===== config.mk =====
export PLATFORM = sky130hd
export DESIGN_NAME = trail_writeback
export DESIGN_NICKNAME = d
export VERILOG_FILES = /design/src/rtl/trail_pkg.sv /design/src/rtl/writeback_fifo.sv /design/src/rtl/trail_writeback.sv
export SDC_FILE = /design/constraint.sdc
export NUM_CORES = 1
export LEC_CHECK = 0
export BUFFER_PORTS_ARGS = -buffer_cell sky130_fd_sc_hd__buf_2
export CAP_MARGIN = 20
export CORE_MARGIN = 10
export CORE_UTILIZATION = 31
export DETAILED_ROUTE_END_ITERATION = 8
export RECOVER_POWER = 25
export SLEW_MARGIN = 25
export SYNTH_ARGS = -nofsm -noshare
export SYNTH_HDL_FRONTEND = slang
export SYNTH_SLANG_ARGS = --single-unit
export TNS_END_PERCENT = 50

===== constraint.sdc =====
create_clock -name clk_in -period 6.3 [get_ports clk_in]
set_clock_uncertainty 0.1 [all_clocks]
set_input_delay 1.26 -clock clk_in [delete_from_list [all_inputs] [get_ports clk_in]]
set_output_delay 1.26 -clock clk_in [all_outputs]
set_load 0.01 [all_outputs]

===== src/rtl/trail_pkg.sv =====
// Shared constants and the FIFO word type for the trail writeback stage.
// Packs 24-bit pixels into 32-bit slots of a 128-bit memory word.
package trail_pkg;

    localparam int PIXEL_W      = 24;
    localparam int SLOT_W       = 32;
    localparam int WORD_W       = 128;
    localparam int PIX_PER_WORD = 4;

    // Address field is carried at a fixed width so the struct does not
    // depend on the top-level ADDR_W; the top zero-extends into it.
    localparam int WB_ADDR_W = 32;

    typedef struct packed {
        logic                 last;
        logic [WB_ADDR_W-1:0] addr;
        logic [WORD_W-1:0]    data;
    } wb_word_t;

    typedef logic [1:0] slot_t;

    // A pixel occupies the low 24 bits of its slot, upper byte zero.
    function automatic logic [SLOT_W-1:0] pixel_slot(
        input logic [PIXEL_W-1:0] pixel
    );
        return {{(SLOT_W-PIXEL_W){1'b0}}, pixel};
    endfunction

endpackage


===== src/rtl/writeback_fifo.sv =====
// Synchronous FIFO of packed write words with a combinational head.
// Ports: clk, rst (sync, active-high), push/din/full, pop/empty/head.
import trail_pkg::*;

module writeback_fifo #(
    parameter int DEPTH = 4
) (
    input  logic     clk,
    input  logic     rst,
    input  logic     push,
    input  wb_word_t din,
    output logic     full,
    input  logic     pop,
    output logic     empty,
    output wb_word_t head
);

    localparam int AW = $clog2(DEPTH);

    wb_word_t       mem [DEPTH];
    logic [AW:0]    wr_ptr;
    logic [AW:0]    rd_ptr;
    logic           pop_fire;
    logic           push_fire;

    // Extra pointer bit distinguishes full from empty.
    assign empty = (wr_ptr == rd_ptr);
    assign full  = (wr_ptr[AW] != rd_ptr[AW]) &&
                   (wr_ptr[AW-1:0] == rd_ptr[AW-1:0]);

    assign pop_fire  = pop && !empty;
    // A pop in the same cycle frees the slot, so a push into a full
    // FIFO still lands when the head is leaving.
    assign push_fire = push && (!full || pop_fire);

    assign head = mem[rd_ptr[AW-1:0]];

    always_ff @(posedge clk) begin
        if (rst) begin
            wr_ptr <= '0;
            rd_ptr <= '0;
        end else begin
            if (push_fire) begin
                wr_ptr <= wr_ptr + 1'b1;
            end
            if (pop_fire) begin
                rd_ptr <= rd_ptr + 1'b1;
            end
        end
    end

    // Storage is not reset; only the pointers define what is valid.
    always_ff @(posedge clk) begin
        if (!rst && push_fire) begin
            mem[wr_ptr[AW-1:0]] <= din;
        end
    end

endmodule


===== src/rtl/trail_writeback.sv =====
// Packs the trail IIR pixel stream into 128-bit words with frame-relative
// addresses, buffers them in a small FIFO and flags overflow/misalignment.
// Ports: clk_in, rst_in, valid_in/pixel_in/frame_start_in (pixel stream),
// wr_ready_in/wr_valid_out/wr_data_out/wr_addr_out/wr_last_out (memory),
// overflow_out, misalign_out (sticky status).
import trail_pkg::*;

module trail_writeback #(
    parameter int H_PIX      = 1280,
    parameter int V_PIX      = 720,
    parameter int FIFO_DEPTH = 4,
    parameter int ADDR_W     = 18
) (
    input  logic                clk_in,
    input  logic                rst_in,
    input  logic                valid_in,
    input  logic [PIXEL_W-1:0]  pixel_in,
    input  logic                frame_start_in,
    input  logic                wr_ready_in,
    output logic                wr_valid_out,
    output logic [WORD_W-1:0]   wr_data_out,
    output logic [ADDR_W-1:0]   wr_addr_out,
    output logic                wr_last_out,
    output logic                overflow_out,
    output logic                misalign_out
);

    localparam int WORDS_PER_FRAME = H_PIX * V_PIX / PIX_PER_WORD;
    localparam logic [ADDR_W-1:0] LAST_ADDR = ADDR_W'(WORDS_PER_FRAME - 1);

    slot_t                        slot_q;
    logic [3*SLOT_W-1:0]          pack_q;
    logic [ADDR_W-1:0]            addr_q;
    logic                         overflow_q;
    logic                         misalign_q;

    logic                         push;
    wb_word_t                     push_word;
    logic                         fifo_full;
    logic                         fifo_empty;
    wb_word_t                     head;
    logic                         pop_fire;
    logic                         drop;
    logic                         unused_addr_bits;

    // The 4th pixel completes a word unless it restarts the frame.
    always_comb begin
        push           = 1'b0;
        push_word      = '0;
        push           = valid_in && !frame_start_in && (slot_q == 2'd3);
        push_word.data = {pixel_slot(pixel_in), pack_q};
        push_word.addr = WB_ADDR_W'(addr_q);
        push_word.last = (addr_q == LAST_ADDR);
    end

    assign pop_fire = wr_valid_out && wr_ready_in;
    assign drop     = push && fifo_full && !pop_fire;

    writeback_fifo #(
        .DEPTH (FIFO_DEPTH)
    ) u_fifo (
        .clk   (clk_in),
        .rst   (rst_in),
        .push  (push),
        .din   (push_word),
        .full  (fifo_full),
        .pop   (wr_ready_in),
        .empty (fifo_empty),
        .head  (head)
    );

    // Outputs follow the FIFO head and read as zero when idle or in reset.
    assign wr_valid_out = !fifo_empty && !rst_in;
    assign wr_data_out  = wr_valid_out ? head.data : '0;
    assign wr_addr_out  = wr_valid_out ? head.addr[ADDR_W-1:0] : '0;
    assign wr_last_out  = wr_valid_out && head.last;
    assign overflow_out = overflow_q;
    assign misalign_out = misalign_q;

    // Upper address bits of the shared word type are always zero here.
    assign unused_addr_bits = ^head.addr;

    always_ff @(posedge clk_in) begin
        if (rst_in) begin
            slot_q     <= '0;
            pack_q     <= '0;
            addr_q     <= '0;
            overflow_q <= 1'b0;
            misalign_q <= 1'b0;
        end else begin
            if (drop) begin
                overflow_q <= 1'b1;
            end
            if (valid_in) begin
                if (frame_start_in) begin
                    // Any partial word or non-zero position is abandoned.
                    if (slot_q != 2'd0 || addr_q != '0) begin
                        misalign_q <= 1'b1;
                    end
                    pack_q[SLOT_W-1:0] <= pixel_slot(pixel_in);
                    slot_q             <= 2'd1;
                    addr_q             <= '0;
                end else if (slot_q == 2'd3) begin
                    // Address advances even when the word was dropped.
                    slot_q <= 2'd0;
                    addr_q <= (addr_q == LAST_ADDR) ? '0
                                                    : addr_q + ADDR_W'(1);
                end else begin
                    pack_q[slot_q*SLOT_W +: SLOT_W] <= pixel_slot(pixel_in);
                    slot_q <= slot_q + 2'd1;
                end
            end
        end
    end

endmodule


==> Word level (Yosys, flattened, before mapping) <==
Memory sizes are Yosys's and may differ from the RTL's. A register that Yosys moved wholly into a read port is not among the register bits.
Cells that the tools add are included.
{ "totals": {"reg_bits": 124, "latchBits": 0, "ram_bits": 556, "mem_bits_ro": 0, "in_bits": 29, "out_inout_bits": 150, "n_memories": 1} }
{ "memory_table": {"columns": ["memory", "depth", "word_bits", "read_ports", "rd_clocked_by_memory_dff", "write_ports", "line", "text"], "rows": [
  ["u_fifo.mem", 4, 139, 1, 1, 1, "writeback_fifo.sv:20", "wb_word_t mem [DEPTH];"]
]} }
{ "classes": {"add_sub_neg": 5, "multipliers": 0, "div_mod_pow": 0, "n_lt_le_gt_ge": 0, "n_eq_ne": 6, "shift": 2, "muxes": 14, "bitwise_logic": 2, "n_reduce_logical": 25} }
{ "op_table": {"columns": ["op", "n"], "rows": [
  ["128-bit two-way mux", 1],
  ["96-bit bitwise mux", 1],
  ["32-bit by 34-bit variable shift with 96-bit output, first input constant", 1],
  ["32-bit by 34-bit variable part select with 96-bit output", 1],
  ["18-bit two-way mux", 4],
  ["32-bit two-way mux", 2],
  ["7-bit negator with 34-bit output", 1],
  ["18-bit by 1-bit adder with 18-bit output, second input constant", 1],
  ["18-bit equality test, second input constant", 1],
  ["18-bit nonzero test", 1],
  ["1-bit logical AND", 11],
  ["2-bit two-way mux", 4],
  ["3-bit by 1-bit adder with 3-bit output, second input constant", 2],
  ["3-bit AND reduction", 2],
  ["1-bit logical NOT", 5],
  ["2-bit AND reduction", 2],
  ["2-bit nonzero test", 2],
  ["3-bit equality test", 1],
  ["2-bit by 1-bit adder with 2-bit output, second input constant", 1],
  ["2-bit equality test", 1],
  ["2-bit equality test, second input constant", 1],
  ["1-bit logical OR", 2],
  ["1-bit two-way mux", 2],
  ["2-bit inequality test, second input constant", 1],
  ["2 further kinds", 3]
]} }

==> Logic depth before layout (Yosys ltp) <==
{ "depth": {"ltp_word": 8, "ltp_mapped": 8, "mapped_depth_nobuf": 7} }

==> By module <==
Synthesis repeated with hierarchy kept, for this count alone.
{ "unflattened": {"cells_unflattened": 1532, "hier_area_um2": 28597.4} }
{ "modules_own_cells": {"columns": ["mod", "instances", "cells_per_inst", "area_each_um2"], "rows": [
  ["writeback_fifo", 1, 901, 23757.8],
  ["trail_writeback", 1, 631, 4839.6]
]} }

==> Worst setup path before layout <==
OpenSTA, ideal clock, no wires.
{ "synth_timing": {"path_type": "input-to-reg", "from": "input frame_start_in", "to": "memory u_fifo.mem[0][0] in the netlist's numbering (enable)", "setup_time_ps": 488, "t_arrival_ps": 4789, "path_slack_ps": 923, "path_stages": 6, "path_cell_list": "clkbuf_1 -> and3b_1 -> buf_2 -> nand2b_1 -> nor2_1 -> and2_1"} }
{ "synth_between": {"elab_chain_len": 7} }
{ "synth_lines": {"columns": ["item", "line", "text"], "rows": [
  ["from (decl)", "trail_writeback.sv:18", "input logic frame_start_in,"],
  ["1-bit logical NOT", "trail_writeback.sv:50", "push = valid_in && !frame_start_in && (slot_q == 2'd3);"],
  ["1-bit logical AND (2 in series)", "trail_writeback.sv:50", null],
  ["1-bit logical AND", "writeback_fifo.sv:34", "assign push_fire = push && (!full || pop_fire);"],
  ["1-bit logical AND", "writeback_fifo.sv:54", "if (!rst && push_fire) begin"],
  ["1-bit two-way mux", "writeback_fifo.sv:54", null],
  ["1-bit two-way mux (not written as such)", "writeback_fifo.sv:55", "mem[wr_ptr[AW-1:0]] <= din;"],
  ["to (decl)", "writeback_fifo.sv:20", null]
]} }
No other way between the ends.

==> Worst setup path after layout <==
{ "layout_timing": {"from": "register u_fifo.wr_ptr[1]", "to": "output wr_data_out[47]"} }
{ "layout_between": {"elab_chain_len": 4} }
{ "layout_lines": {"columns": ["item", "line", "text"], "rows": [
  ["from (decl)", "writeback_fifo.sv:21", "logic [AW:0] wr_ptr;"],
  ["from (signal assigned)", "writeback_fifo.sv:44", "wr_ptr <= wr_ptr + 1'b1;"],
  ["3-bit equality test", "writeback_fifo.sv:27", "assign empty = (wr_ptr == rd_ptr);"],
  ["1-bit logical NOT", "trail_writeback.sv:73", "assign wr_valid_out = !fifo_empty && !rst_in;"],
  ["1-bit logical AND", "trail_writeback.sv:73", null],
  ["128-bit two-way mux", "trail_writeback.sv:74", "assign wr_data_out = wr_valid_out ? head.data : '0;"],
  ["to (decl)", "trail_writeback.sv:21", "output logic [WORD_W-1:0] wr_data_out,"]
]} }
No other way between the ends.

==> impl_metrics.json <==
{
  "status": "finished clean",
  "layout-drive-gt1-share_pct": 25.6,
  "leakagePower_nw": 7.63,
  "hold_ws_ns": 0.386,
  "gp_congestion": 0.758,
  "most-common-layout-cells": "edfxtp_1 (460), buf_2 (146), nor2b_1 (117)",
  "layout.nets": 1450,
  "cts_hold_buf": 0,
  "place_inst": 2293,
  "setup_viol": 0,
  "period_needed_ns": 4.36,
  "ioPinCount": 179,
  "start_util_pct": 31.2,
  "core_um2": 69800,
  "grt.total_usage_pct": 12.3,
  "total_power_mw": 7.33,
  "post_dp_cell_area_um2": 23400,
  "met3WireLength_mm": 3.78,
  "hpwl_mm": 32.2,
  "dp_slack_ns": 1.98,
  "insertion_delay_ns": 0.60,
  "final_hold_viol_count": 0,
  "synth_top_cell_by_area": "edfxtp_1",
  "crit_arrival_ns": 3.00,
  "dieArea_um2": 81200,
  "die_x_um": 285,
  "stdcell_area_um2": 25200,
  "die_h_um": 285,
  "cts_resized": 0,
  "avgSynthCellArea_um2": 17.1,
  "cts_buffer_depth": 3,
  "hold_path_class": "flip-flop to flip-flop",
  "place.port_buffers": 146,
  "yosys_warnings": 0,
  "drt-total-wl_mm": 51.8,
  "routed.top_layer": "met5",
  "grt_max_degree": 89,
  "totalNegativeSetupSlack_ns": 0,
  "num_rows": 97,
  "grt_pass1_vias": 11500,
  "layout_commonest_cell": "edfxtp_1",
  "postRouteAntennaNets": 0,
  "fmax_mhz": 229,
  "cts_made_buffers": 54,
  "synthCells": 1272,
  "p_per_area_nw_per_um2": 291,
  "post-cts-setup-buffers": 0,
  "tightest_slew_ns": 1.06,
  "rsz0062_at_grt": "no",
  "synthToLayoutAreaGrowth_pct": 15.7,
  "synth_top_area_share_pct": 63.5,
  "overflow": 0,
  "cts_htree_levels": 2,
  "cts_root_buffer": "clkbuf_16",
  "fin_util_pct": 36.1,
  "met2_length_mm": 24.4,
  "fin_cells": 2396,
  "antenna_found_initial": 8,
  "synth_cell_types": 47,
  "grt_pass1_wl_mm": 76.2,
  "drt-vias-per-instance": 4.73,
  "start_kind": "flip-flop",
  "synthTopCellsByArea": "edfxtp_1 (63%), mux4_2 (12%), dfxtp_1 (9.4%)",
  "drt_iter0_markers": 890,
  "endpoint_kind": "output pin",
  "num_vias": 11300,
  "fillers": 6535,
  "vdd_drop_max_v": 0.000199,
  "ys_ff_latch": 562,
  "layout_setup_ws_ns": 1.94,
  "post_drt_wl_per_cell_um": 21.6,
  "ys_seq_area_share_pct": 72.8,
  "relSlewSlack_pct": 29.1,
  "drv_slew": 0,
  "met1_length_mm": 22.8,
  "numClockSinks": 562,
  "period_share_pct": 69.3,
  "drc_errors": 0,
  "path_clk_slew_ns": 0.06,
  "crit_type": "flip-flop to output pin",
  "path_max_fanout": 69,
  "cap_violations": 0,
  "cts_tree": "done",
  "firstDrtPassIters": 6,
  "synth_area_um2": 21800,
  "cp_data_required_time_ns": 4.94
}
cells by family (layout without fill, tap and decap cells):
| family | Yosys count | in the layout | share of synthesized area, % |
|---|---|---|---|
| and+or+nand+nor | 340 | 340 | 8.27 |
| xor gates and xnor gates | 11 | 11 | 0.443 |
| AOI/OAI and AO/OA | 109 | 109 | 3.00 |
| adders and majority gates | 12 | 12 | 0.690 |
| other | 1 | 33 | 0.0172 |
| DFF | 562 | 562 | 72.8 |
| buffers and inverters | 122 | 274 | 2.84 |
| muxes | 115 | 115 | 11.9 |
cells in the mapped netlist (all sizes together):
| cell | number |
|---|---|
| o21a | 1 |
| nand2b | 3 |
| nand3 | 66 |
| and2 | 6 |
| conb | 1 |
| o211ai | 2 |
| a41oi | 1 |
| o21ai | 7 |
| xor2 | 4 |
| and4 | 3 |
| a22oi | 24 |
| nor4b | 1 |
| nor2 | 43 |
| nor3 | 5 |
| xnor2 | 7 |
| and3 | 1 |
| dfxtp | 102 |
| nand4 | 4 |
| nor3b | 4 |
| clkbuf | 56 |
| a31oi | 3 |
| a22o | 5 |
| mux4 | 115 |
| or3 | 1 |
| nor4 | 3 |
| nand2 | 74 |
| ha | 12 |
| buf | 54 |
| nand3b | 2 |
| nand4b | 2 |
| and3b | 1 |
| a21oi | 62 |
| edfxtp | 460 |
| a311oi | 1 |
| a21o | 2 |
| or4 | 4 |
| nor2b | 117 |
| inv | 12 |
| o22ai | 1 |
path summary, 6_finish.rpt:
| kind | startpoint | to | slack, ns | depth (start not counted) |
|---|---|---|---|---|
| setup / recovery | u_fifo.wr_ptr[1] | wr_data_out[47] | 1.94 | 6 |
| hold / removal | overflow_out | overflow_out | 0.39 | 2 |
| setup reg to reg | slot_q[0] | u_fifo.mem[1][15] | 2.88 | 6 |
| hold reg to reg | overflow_out | overflow_out | 0.39 | 2 |
state kept, by name, indices dropped and copies added (netlist names), named ones only:
register	flops
overflow_out	1
u_fifo.mem	460
u_fifo.rd_ptr	3
u_fifo.wr_ptr	3
misalign_out	1
slot_q	2
addr_q	18
pack_q	72
where the power goes:
part / internal (mW) / switching, mW / total, mW
Sequential: 3.99 / 0.0127 / 4.00
Clock: 1.82 / 1.36 / 3.19
Combinational: 0.0373 / 0.107 / 0.144
critical path: stages, from the launching register on:
cell	delay, ns
dfxtp_1	0.36
xnor2_1	0.26
nand3_1	0.24
nand2b_4	0.65
buf_4	0.57
nor2b_1	0.10
buf_2	0.16
final cells by class:
type	instances	area (um2)	share of cell area, %
repair buffers	160	911	3.62
diodes	1	2.50	0.00993
well taps	940	1180	4.67
flip-flops and latches	562	15900	63.0
clock buffers	75	1490	5.92
multi-input cells	619	5450	21.6
clock inverters	27	255	1.01
inverters	12	45.0	0.179
routing by layer:
layer	vias up	global-route usage, %
met5	-	0
met4	8	3.17
met3	66	3.40
met2	379	19.5
met1	5795	16.7
li1	5097	-
Note: power is estimated with default switching activity, not from simulation.
